$ cat src/rtl/lcd_bus_scheduler_if.sv
// Requester-side handshake bundle for lcd_bus_scheduler.
// Two requesters, each with VALID/RS/DATA toward the scheduler and READY back.
//   master : requester side (drives VALID/RS/DATA, observes READY)
//   slave  : scheduler side (observes VALID/RS/DATA, drives READY)
interface lcd_bus_scheduler_if;
  logic       REQ0_VALID;
  logic       REQ0_RS;
  logic [7:0] REQ0_DATA;
  logic       REQ0_READY;
  logic       REQ1_VALID;
  logic       REQ1_RS;
  logic [7:0] REQ1_DATA;
  logic       REQ1_READY;

  modport master (
    output REQ0_VALID, REQ0_RS, REQ0_DATA,
    output REQ1_VALID, REQ1_RS, REQ1_DATA,
    input  REQ0_READY, REQ1_READY
  );

  modport slave (
    input  REQ0_VALID, REQ0_RS, REQ0_DATA,
    input  REQ1_VALID, REQ1_RS, REQ1_DATA,
    output REQ0_READY, REQ1_READY
  );
endinterface

$ cat src/rtl/lcd_bus_scheduler.sv
// Shared-access controller for the 8-bit character LCD bus.
// Two requesters submit command/character writes over valid/ready; the block
// arbitrates round-robin and drives DB/RS/RW/E with setup, enable-pulse and
// settle timing, after an initial power-on wait.
// Ports:
//   CLOCK_50MHZ         system clock
//   BUTTON_SOUTH        synchronous active-high reset
//   req_bus             requester handshakes (slave modport)
//   LCD_DATA_BIT[7:0]   LCD DB
//   LCD_ENABLE          LCD E
//   LCD_REGISTER_SELECT LCD RS
//   LCD_READ_WRITE      LCD R/W, always 0
//   BUSY                high whenever not idle
//   LAST_GRANT          id of the most recently accepted requester
module lcd_bus_scheduler #(
  parameter int unsigned POWERON_WAIT = 750000,
  parameter int unsigned SETUP_WAIT   = 2,
  parameter int unsigned PULSE_WAIT   = 12,
  parameter int unsigned SHORT_WAIT   = 2000,
  parameter int unsigned LONG_WAIT    = 82000
) (
  input  logic                        CLOCK_50MHZ,
  input  logic                        BUTTON_SOUTH,
  lcd_bus_scheduler_if.slave          req_bus,
  output logic [7:0]                  LCD_DATA_BIT,
  output logic                        LCD_ENABLE,
  output logic                        LCD_REGISTER_SELECT,
  output logic                        LCD_READ_WRITE,
  output logic                        BUSY,
  output logic                        LAST_GRANT
);

  typedef enum logic [2:0] {
    ST_POWERON,
    ST_IDLE,
    ST_SETUP,
    ST_PULSE,
    ST_SETTLE
  } state_t;

  localparam logic [31:0] POWERON_LAST = 32'(POWERON_WAIT - 1);
  localparam logic [31:0] SETUP_LAST   = 32'(SETUP_WAIT - 1);
  localparam logic [31:0] PULSE_LAST   = 32'(PULSE_WAIT - 1);
  localparam logic [31:0] SHORT_LAST   = 32'(SHORT_WAIT - 1);
  localparam logic [31:0] LONG_LAST    = 32'(LONG_WAIT - 1);

  state_t      state, state_next;
  logic [31:0] cnt;
  logic [7:0]  db_q;
  logic        rs_q;
  logic        e_q;
  logic        last_q;
  logic        ptr_q;

  logic        winner;
  logic        any_valid;
  logic        handshake;
  logic        settle_long;
  logic [31:0] settle_last;

  // Arbitration: a lone requester always wins; on contention the pointer decides.
  always_comb begin
    winner = ptr_q;
    if (req_bus.REQ0_VALID && !req_bus.REQ1_VALID) winner = 1'b0;
    if (req_bus.REQ1_VALID && !req_bus.REQ0_VALID) winner = 1'b1;
  end

  assign any_valid = req_bus.REQ0_VALID | req_bus.REQ1_VALID;
  assign handshake = (state == ST_IDLE) && any_valid;

  assign req_bus.REQ0_READY = (state == ST_IDLE) && req_bus.REQ0_VALID && !winner;
  assign req_bus.REQ1_READY = (state == ST_IDLE) && req_bus.REQ1_VALID &&  winner;

  // Clear display (0x01) and return home (0x02/0x03) need the long settle.
  assign settle_long = !rs_q && (db_q[7:2] == 6'd0) && (db_q[1:0] != 2'd0);
  assign settle_last = settle_long ? LONG_LAST : SHORT_LAST;

  always_comb begin
    state_next = state;
    case (state)
      ST_POWERON: if (cnt == POWERON_LAST) state_next = ST_IDLE;
      ST_IDLE:    if (handshake)           state_next = ST_SETUP;
      ST_SETUP:   if (cnt == SETUP_LAST)   state_next = ST_PULSE;
      ST_PULSE:   if (cnt == PULSE_LAST)   state_next = ST_SETTLE;
      ST_SETTLE:  if (cnt == settle_last)  state_next = ST_IDLE;
      default:                             state_next = ST_POWERON;
    endcase
  end

  always_ff @(posedge CLOCK_50MHZ) begin
    if (BUTTON_SOUTH) begin
      state  <= ST_POWERON;
      cnt    <= '0;
      db_q   <= '0;
      rs_q   <= 1'b0;
      e_q    <= 1'b0;
      last_q <= 1'b0;
      ptr_q  <= 1'b0;
    end else begin
      state <= state_next;
      // Counter restarts on every state entry; it is held at zero while idle.
      if (state_next != state || state == ST_IDLE) cnt <= '0;
      else                                         cnt <= cnt + 32'd1;
      // E is registered from the next state so it tracks PULSE exactly and
      // never toggles in the cycle DB/RS are loaded.
      e_q <= (state_next == ST_PULSE);
      if (handshake) begin
        db_q   <= winner ? req_bus.REQ1_DATA : req_bus.REQ0_DATA;
        rs_q   <= winner ? req_bus.REQ1_RS   : req_bus.REQ0_RS;
        last_q <= winner;
        ptr_q  <= ~winner;
      end
    end
  end

  assign LCD_DATA_BIT        = db_q;
  assign LCD_REGISTER_SELECT = rs_q;
  assign LCD_ENABLE          = e_q;
  assign LCD_READ_WRITE      = 1'b0;
  assign BUSY                = (state != ST_IDLE);
  assign LAST_GRANT          = last_q;

endmodule

$ cat src/flat_wrapper.sv
// flat-port wrapper written by rule: the top's interface ports become plain ports
module lcd_bus_scheduler_flat 
#(
  parameter int unsigned POWERON_WAIT = 750000,
  parameter int unsigned SETUP_WAIT   = 2,
  parameter int unsigned PULSE_WAIT   = 12,
  parameter int unsigned SHORT_WAIT   = 2000,
  parameter int unsigned LONG_WAIT    = 82000
)
  (CLOCK_50MHZ, BUTTON_SOUTH, LCD_DATA_BIT, LCD_ENABLE, LCD_REGISTER_SELECT, LCD_READ_WRITE, BUSY, LAST_GRANT, req_bus_REQ0_VALID, req_bus_REQ0_RS, req_bus_REQ0_DATA, req_bus_REQ1_VALID, req_bus_REQ1_RS, req_bus_REQ1_DATA, req_bus_REQ0_READY, req_bus_REQ1_READY);
  lcd_bus_scheduler_if req_bus_i ();
  input  logic CLOCK_50MHZ;
  input  logic BUTTON_SOUTH;
  output logic [7:0] LCD_DATA_BIT;
  output logic LCD_ENABLE;
  output logic LCD_REGISTER_SELECT;
  output logic LCD_READ_WRITE;
  output logic BUSY;
  output logic LAST_GRANT;
  input wire logic [$bits(req_bus_i.REQ0_VALID)-1:0] req_bus_REQ0_VALID;
  input wire logic [$bits(req_bus_i.REQ0_RS)-1:0] req_bus_REQ0_RS;
  input wire logic [$bits(req_bus_i.REQ0_DATA)-1:0] req_bus_REQ0_DATA;
  input wire logic [$bits(req_bus_i.REQ1_VALID)-1:0] req_bus_REQ1_VALID;
  input wire logic [$bits(req_bus_i.REQ1_RS)-1:0] req_bus_REQ1_RS;
  input wire logic [$bits(req_bus_i.REQ1_DATA)-1:0] req_bus_REQ1_DATA;
  output wire logic [$bits(req_bus_i.REQ0_READY)-1:0] req_bus_REQ0_READY;
  output wire logic [$bits(req_bus_i.REQ1_READY)-1:0] req_bus_REQ1_READY;
  assign req_bus_i.REQ0_VALID = req_bus_REQ0_VALID;
  assign req_bus_i.REQ0_RS = req_bus_REQ0_RS;
  assign req_bus_i.REQ0_DATA = req_bus_REQ0_DATA;
  assign req_bus_i.REQ1_VALID = req_bus_REQ1_VALID;
  assign req_bus_i.REQ1_RS = req_bus_REQ1_RS;
  assign req_bus_i.REQ1_DATA = req_bus_REQ1_DATA;
  assign req_bus_REQ0_READY = req_bus_i.REQ0_READY;
  assign req_bus_REQ1_READY = req_bus_i.REQ1_READY;
  lcd_bus_scheduler #(.POWERON_WAIT(POWERON_WAIT), .SETUP_WAIT(SETUP_WAIT), .PULSE_WAIT(PULSE_WAIT), .SHORT_WAIT(SHORT_WAIT), .LONG_WAIT(LONG_WAIT)) u_core (.CLOCK_50MHZ(CLOCK_50MHZ), .BUTTON_SOUTH(BUTTON_SOUTH), .req_bus(req_bus_i), .LCD_DATA_BIT(LCD_DATA_BIT), .LCD_ENABLE(LCD_ENABLE), .LCD_REGISTER_SELECT(LCD_REGISTER_SELECT), .LCD_READ_WRITE(LCD_READ_WRITE), .BUSY(BUSY), .LAST_GRANT(LAST_GRANT));
endmodule
$ cat config.mk
export PLATFORM = sky130hd
export DESIGN_NAME = lcd_bus_scheduler_flat
export DESIGN_NICKNAME = d
export VERILOG_FILES = /design/src/rtl/lcd_bus_scheduler_if.sv /design/src/rtl/lcd_bus_scheduler.sv /design/src/flat_wrapper.sv
export SDC_FILE = /design/constraint.sdc
export NUM_CORES = 1
export LEC_CHECK = 0
export CAP_MARGIN = 0
export CORE_MARGIN = 5
export CORE_UTILIZATION = 30
export DETAILED_ROUTE_END_ITERATION = 10
export PLACE_DENSITY_LB_ADDON = 0.05
export SKIP_CTS_REPAIR_TIMING = 1
export SYNTH_ARGS = -nofsm -noshare
export SYNTH_HDL_FRONTEND = slang
export SYNTH_SLANG_ARGS = --single-unit
$ cat constraint.sdc
create_clock -name CLOCK_50MHZ -period 2.2 [get_ports CLOCK_50MHZ]
set_input_delay 0.55 -clock CLOCK_50MHZ [delete_from_list [all_inputs] [get_ports CLOCK_50MHZ]]
set_output_delay 0.55 -clock CLOCK_50MHZ [all_outputs]
set_load 0.1 [all_outputs]
==> out/qor.txt, run 1 <==
Area of the multi-input gates = 0.00125 mm^2
Minimum hold slack = 497 ps
End-of-flow core utilization = 40.1%
Largest net degree at the start of global routing = 33
Layout cell share with drive strength beyond 1 = 21.8%
Asr flop ratio synth = 0%
Max_cap viols = 0
Endpoints failing setup = 0
Min cycle time layout = 2150 ps
Status = finished, final reports clean
Metal2 WL = 2710 um
Number of buffers on the longest clock path = 2
CTS buffer count = 5
Top routing layer used = met4
GRT Total Usage = 12.6%
CP Max Fanout = 2
Crit. Startpoint = req_bus_REQ0_VALID
Storage element area = 945 um^2
Initial core utilization = 30.4%
Crit Path Class = primary input to primary output
Max Fclk = 466 MHz
Slew Limit Fails = 0
Remaining DRCs = 0
Yosys cell types = 43
Most used DFF post-synth = dfxtp_1
Post-route ant nets = 0
Peak supply drop = 0.000245 V
Post-Syn Area = 0.00231 mm^2
Syn Nets = 282
Final nets = 331
DR iter-0 viols = 112
P&R area growth vs syn = 31.8%
Slowest library cell on the worst path = clkdlybuf4s50_1
Total gr overflow = 0
Crit path capture type = primary output
CTS tree = done
Sequential share of the synthesized area = 40.7%
Htree depth = 2
Hold path cells = 2
Top cell type's share of synthesized area = 40.7%
Later-pin clock latency in the skew report = 300 ps
Clock sinks = 47
Most common cell after layout, fill and taps aside = dfxtp_1
Critical Path RT = 1650 ps
Final wirelength = 5970 um
Final hold violations = 0
WL/cell = 14.5 um
Number of global-route vias before repair = 1973
Initial DRT Pass Iterations = 5
Number of enable flip-flop cells after synthesis = 0
Worst Reg-to-Reg Cells = 7
First-pass GRT wire length = 9940 um
DR vias/cell = 4.95
Met1 WL = 2990 um
Setup crit start kind = primary input
Synth Warn # = 0
RR Startpoint = u_core.cnt[5]
Fillcell total = 802
CORE AREA = 0.00761 mm^2
Synth Register Bits = 47
DR vias = 2029
RSZ-0062 raised after global routing = true
Antenna violations before repair = 0
Commonest cells after routing, fill and taps aside = 44 x dfxtp_1, 34 x a21oi_1, 34 x buf_4
Detail Placement HPWL = 4260 um
Syn Inst Count = 258
Avg Inst Size Synth = 8.96 um^2
Clock skew = 9.25 ps
LEAKAGE = 1.09 nW
Die X = 97.8 um
Clk slew on worst S/H paths = 90 ps
Crit path cell chain = clkdlybuf4s50_1 > inv_1 > a211oi_2 > buf_12
Hold Path Class = register to register
Power density over the cells = 553 mW/mm^2
Hold_sp = u_core.LAST_GRANT
Part of the cycle the worst path needs = 97.6%
Die Ht = 97.8 um
RePlAce Congestion = 0.769
N_diodes = 0
Top area cells in the synthesized netlist = dfxtp_1 41%, a21oi_1 7.4%, xor2_1 7.2%, xnor2_1 4.2%, a222oi_1 3.9%
Largest area contributor in the netlist = dfxtp_1
IO Port Bufs = 35
Crit path arrival time = 1600 ps
Number of top-level pins = 37
Root buffer selected by CTS = clkbuf_8
CP peak stage delay = 470 ps
Die footprint = 0.00956 mm^2
Met3 WL = 171 um
Cell Rows = 32
power breakdown:
part / total (mW) / internal (mW) / switching [mW]
registers: 0.861 / 0.855 / 0.00579
logic: 0.0820 / 0.0458 / 0.0362
clock network: 0.744 / 0.454 / 0.290
flip-flops by register name (all words and copies together), names as in the netlist:
signal                      count
u_core.LCD_DATA_BIT             8
u_core.ptr_q                    1
u_core.cnt                     32
u_core.LCD_ENABLE               1
u_core.state                    3
u_core.LAST_GRANT               1
u_core.LCD_REGISTER_SELECT      1
stage by stage:
| step | area (um^2) | instances | setup WS [ps] | power (mW) | TNS (ps) |
|---|---|---|---|---|---|
| after floorplan | 2370 | 258 | -81.7 | 0.917 | -89.3 |
| after global placement | 2900 | 402 | 52.9 | 0.963 | 0 |
| after detailed placement | 2900 | 402 | 45.0 | 0.965 | 0 |
| after CTS | 3040 | 410 | 41.6 | 1.72 | 0 |
| after global routing | 3050 | 410 | -3.51 | 1.75 | -3.51 |
| final | 3050 | 410 | 51.8 | 1.69 | 0 |
synthesized netlist by cell type (4+ instances only):
library cell and instances:
inv_1 7, and4_1 4, and3_1 5, xor2_1 19
buf_6 6, nand2_1 12, xnor2_1 11, a222oi_1 9
clkbuf_1 4, nor4_1 6, nor2_1 22, dfxtp_1 47
a21oi_1 34, nor3_1 8, nand3_1 14, nand4_1 12
critical path: cells and delay by family:
kind	cells	cell delay, ps
compound gates	1	300
buf+inv	3	750
per-layer routing:
metal,track usage (%),up-vias
met1,16.8,966
li1,-,1030
met4,4.47,0
met3,2.79,7
met2,20.1,26
met5,0,-
cells by family (layout without fill, tap and decap cells):
| group | count (synthesis) | count (layout) | synth area share, % |
|---|---|---|---|
| compound gates | 53 | 53 | 15.1 |
| simple gates | 99 | 99 | 24.4 |
| mux | 1 | 1 | 0.433 |
| xor+xnor | 30 | 30 | 11.4 |
| buf+inv | 25 | 75 | 6.76 |
| fa+ha+maj | 2 | 2 | 1.08 |
| other cells | 1 | 1 | 0.162 |
| flops | 47 | 47 | 40.7 |
final timing paths:
path                         to  slack (ps)
max reg2reg      u_core.cnt[19]         120
max          req_bus_REQ0_READY          50
min           u_core.LAST_GRANT         500
min reg2reg   u_core.LAST_GRANT         500
final cells by class:
class	instances	share of cell area [%]
timing repair buffer	60	18.6
sequential	47	31.0
inverter	7	0.985
multi-input combinational	186	40.9
tap	102	4.19
clock buffer	6	2.38
clock inverter	2	1.97
Power figures use the tool's default switching activity.
==> run 2, diff against run 1 <==
--- a/config.mk
+++ b/config.mk
@@ -6,10 +6,12 @@
 export NUM_CORES = 1
 export LEC_CHECK = 0
 export CAP_MARGIN = 0
+export CORE_ASPECT_RATIO = 1.5
 export CORE_MARGIN = 5
 export CORE_UTILIZATION = 30
 export DETAILED_ROUTE_END_ITERATION = 10
 export PLACE_DENSITY_LB_ADDON = 0.05
+export REMOVE_ABC_BUFFERS = 1
 export SKIP_CTS_REPAIR_TIMING = 1
 export SYNTH_ARGS = -nofsm -noshare
 export SYNTH_HDL_FRONTEND = slang
==> out/qor.txt, run 2 (synthesis results as in run 1) <==
Peak supply drop = 0.000448 V
First-pass GRT wire length = 9750 um
CORE AREA = 0.00756 mm^2
Placed cells = 405
Number of top-level pins = 37
CTS tree = done
Max reg flops = 32
Part of the cycle the worst path needs = 96.2%
Final hold violations = 0
Antenna violations before repair = 0
Post-route ant nets = 0
Crit Path Class = primary input to primary output
Max_cap viols = 0
Finished Layout Cells = 414
Setup tns final = 0 ps
Reg2Reg Setup Slack = 150 ps
Storage element area = 941 um^2
Crit path capture type = primary output
Min cycle time layout = 2120 ps
Cell Rows = 39
Status = finished, final reports clean
Die X = 81.7 um
Root buffer selected by CTS = clkbuf_16
Slew Limit Fails = 0
DR vias = 2076
Post-DP Area = 0.00290 mm^2
Remaining DRCs = 0
Most common cell after layout, fill and taps aside = dfxtp_1
Die Ht = 118 um
Top reg by flops = u_core.cnt
P&R area growth vs syn = 35.0%
Minimum hold slack = 496 ps
Initial core utilization = 30.6%
N_diodes = 0
Crit path arrival time = 1570 ps
CTS buffer count = 5
WL/cell = 14.6 um
Fin area = 0.00312 mm^2
Largest net degree at the start of global routing = 33
Commonest cells after routing, fill and taps aside = 47 x dfxtp_1, 37 x buf_4, 34 x a21oi_1
Clock skew = 6.87 ps
RePlAce Congestion = 0.758
DR iter-0 viols = 104
Total gr overflow = 0
Setup crit start kind = primary input
Later-pin clock latency in the skew report = 290 ps
LEAKAGE = 1.14 nW
RSZ-0062 raised after global routing = false
Fillcell total = 789
Power density over the cells = 614 mW/mm^2
Clk slew on worst S/H paths = 60 ps
Detail Placement HPWL = 4440 um
Clock sinks = 47
Number of global-route vias before repair = 2109
Number of buffers on the longest clock path = 2
Endpoints failing setup = 0
Critical Path RT = 1650 ps
CP Max Fanout = 2
End-of-flow core utilization = 41.3%
Hold Path Class = register to register
Layout cell share with drive strength beyond 1 = 20.8%
IO Port Bufs = 35
GRT Total Usage = 12.9%
Final nets = 335
DR vias/cell = 5.01
Max Fclk = 472 MHz
Die footprint = 0.00960 mm^2
Final wirelength = 6040 um
Area of the multi-input gates = 0.00124 mm^2
Htree depth = 2
Initial DRT Pass Iterations = 5
==> run 2: per-layer routing <==
layer  vias up  track usage [%]  wire length [um]
li1       1041                -                 -
met1       986             13.4              2430
met2        43             24.4              3160
met3         6             2.76               361
met4         0             4.05                91
met5         -                0                 0
==> run 2: path summary, 6_finish.rpt <==
path         cells past startpoint          startpoint                  to
max reg2reg                      6       u_core.cnt[5]      u_core.cnt[11]
max                              4  req_bus_REQ0_VALID  req_bus_REQ0_READY
min                              1       u_core.cnt[0]       u_core.cnt[0]
min reg2reg                      1       u_core.cnt[0]       u_core.cnt[0]
==> run 2: worst max-delay path: stages <==
cell,delay (ps)
clkdlybuf4s50_1,470
inv_1,60
a211oi_2,260
buf_12,220
==> run 2: through the flow <==
| stage | total power [mW] | worst slack, ps |
|---|---|---|
| floorplan | 0.907 | -2500 |
| global placement | 0.964 | -34.7 |
| detailed placement | 0.965 | -70.5 |
| CTS | 1.95 | -68.8 |
| global route | 1.98 | 4.76 |
| finish | 1.91 | 82.8 |
==> run 2: layout make-up <==
| class | instances | share of cell area, % |
|---|---|---|
| multi-input cells | 186 | 39.7 |
| repair buffers | 64 | 19.2 |
| inverters | 7 | 0.842 |
| flip-flops and latches | 47 | 30.2 |
| clock inverters | 2 | 1.92 |
| clock buffers | 6 | 4.13 |
| well taps | 102 | 4.09 |
==> run 2: power breakdown <==
part / switching, mW / total, mW / leakage [nW] / internal (mW)
combinational: 0.0372 / 0.0850 / 0.666 / 0.0478
clock: 0.317 / 0.969 / 0.0911 / 0.652
sequential: 0.00572 / 0.861 / 0.379 / 0.856
==> run 3, diff against run 2 <==
--- a/config.mk
+++ b/config.mk
@@ -9,8 +9,9 @@
 export CORE_ASPECT_RATIO = 1.5
 export CORE_MARGIN = 5
 export CORE_UTILIZATION = 30
+export CTS_CLUSTER_SIZE = 16
 export DETAILED_ROUTE_END_ITERATION = 10
-export PLACE_DENSITY_LB_ADDON = 0.05
+export HOLD_SLACK_MARGIN = 0.1
 export REMOVE_ABC_BUFFERS = 1
 export SKIP_CTS_REPAIR_TIMING = 1
 export SYNTH_ARGS = -nofsm -noshare
==> out/qor.txt, run 3 (synthesis results as in run 1) <==
Status = finished, final reports clean
Reg2Reg Setup Slack = 110 ps
Fin area = 0.00302 mm^2
Crit Path Class = primary input to primary output
DR vias = 2051
Worst Reg-to-Reg Cells = 6
Initial DRT Pass Iterations = 6
Part of the cycle the worst path needs = 97.1%
Commonest cells after routing, fill and taps aside = 46 x dfxtp_1, 34 x a21oi_1, 30 x buf_4
Crit. Startpoint = req_bus_REQ1_VALID
Setup crit start kind = primary input
Htree depth = 2
Post-DP Area = 0.00283 mm^2
Max reg flops = 32
Peak supply drop = 0.000327 V
CORE AREA = 0.00756 mm^2
Power density over the cells = 558 mW/mm^2
Max_cap viols = 0
Clock sinks = 47
Clock skew = 8.63 ps
N_diodes = 0
Clk slew on worst S/H paths = 60 ps
Number of top-level pins = 37
Die X = 81.7 um
Root buffer selected by CTS = clkbuf_16
Crit path capture type = primary output
Number of buffers on the longest clock path = 2
Total gr overflow = 0
IO Port Bufs = 35
WL/cell = 14.0 um
CTS tree = done
Largest net degree at the start of global routing = 33
Die Ht = 118 um
Setup tns final = 0 ps
Fillcell total = 766
Detail Placement HPWL = 4030 um
Die footprint = 0.00960 mm^2
Most common cell after layout, fill and taps aside = dfxtp_1
First-pass GRT wire length = 9270 um
LEAKAGE = 1.07 nW
Final nets = 327
Later-pin clock latency in the skew report = 290 ps
CTS buffer count = 5
Critical Path RT = 1650 ps
P&R area growth vs syn = 30.6%
Hold Path Class = register to register
RR Startpoint = u_core.cnt[5]
CP Max Fanout = 3
DR vias/cell = 5.05
DR iter-0 viols = 112
Slew Limit Fails = 0
Antenna violations before repair = 0
Endpoints failing setup = 0
RePlAce Congestion = 0.839
Remaining DRCs = 0
Initial core utilization = 30.6%
Max Fclk = 468 MHz
Final worst setup slack = 64.7 ps
Final hold violations = 0
Min cycle time layout = 2140 ps
Dpl ws = 38.0 ps
Crit path arrival time = 1590 ps
Layout cell share with drive strength beyond 1 = 20.7%
Minimum hold slack = 491 ps
Hold_sp = u_core.LAST_GRANT
FF-to-FF End = u_core.cnt[5]
Cell Rows = 39
Top reg by flops = u_core.cnt
Final wirelength = 5660 um
GRT Total Usage = 11.8%
Post-route ant nets = 0
CP endpoint = req_bus_REQ0_READY
Number of global-route vias before repair = 1972
[run 3: how the worst min path moves through the flow]
stage / slack (ps) / to / cells past startpoint
detailed placement: 480 / u_core.LAST_GRANT / 2
global placement: 470 / u_core.LAST_GRANT / 2
floorplan: 460 / u_core.cnt[0] / 1
finish: 490 / u_core.LAST_GRANT / 2
global route: 510 / u_core.LAST_GRANT / 2
CTS: 490 / u_core.LAST_GRANT / 2
[run 3: layer usage]
metal  GRT usage [%]  wire (um)  share of wire, %
met3            2.83        378               6.7
met1            13.6       2400                42
met2            20.5       2770                49
met5               0          0                 0
met4            4.57        117               2.1
[run 3: where the power goes]
group / total (mW) / leakage, nW / switching (mW) / internal, mW
Combinational: 0.0819 / 0.621 / 0.0361 / 0.0458
Sequential: 0.860 / 0.380 / 0.00575 / 0.854
Clock: 0.744 / 0.0740 / 0.323 / 0.421
[run 3: layout make-up]
class                      count  area [um^2]  area share, %
multi-input combinational    186         1250           41.3
timing repair buffer          56          531           17.6
clock buffer                   5          125           4.14
clock inverter                 3         18.8          0.621
sequential                    47          945           31.3
inverter                       7         26.3          0.870
tap                          102          128           4.23
[run 3: worst max-delay path, stage by stage]
cell             delay, ps
clkdlybuf4s50_1        450
a211oi_2               260
buf_4                  160
buf_12                 160
[run 3: stage by stage]
step | utilization (%) | std cells | power [mW]
after global routing | 39.9 | 406 | 1.75
after CTS | 39.3 | 405 | 1.71
after floorplan | - | 240 | 0.907
final | 39.9 | 406 | 1.69
after global placement | 37.4 | 397 | 0.961
after detailed placement | 37.4 | 397 | 0.962
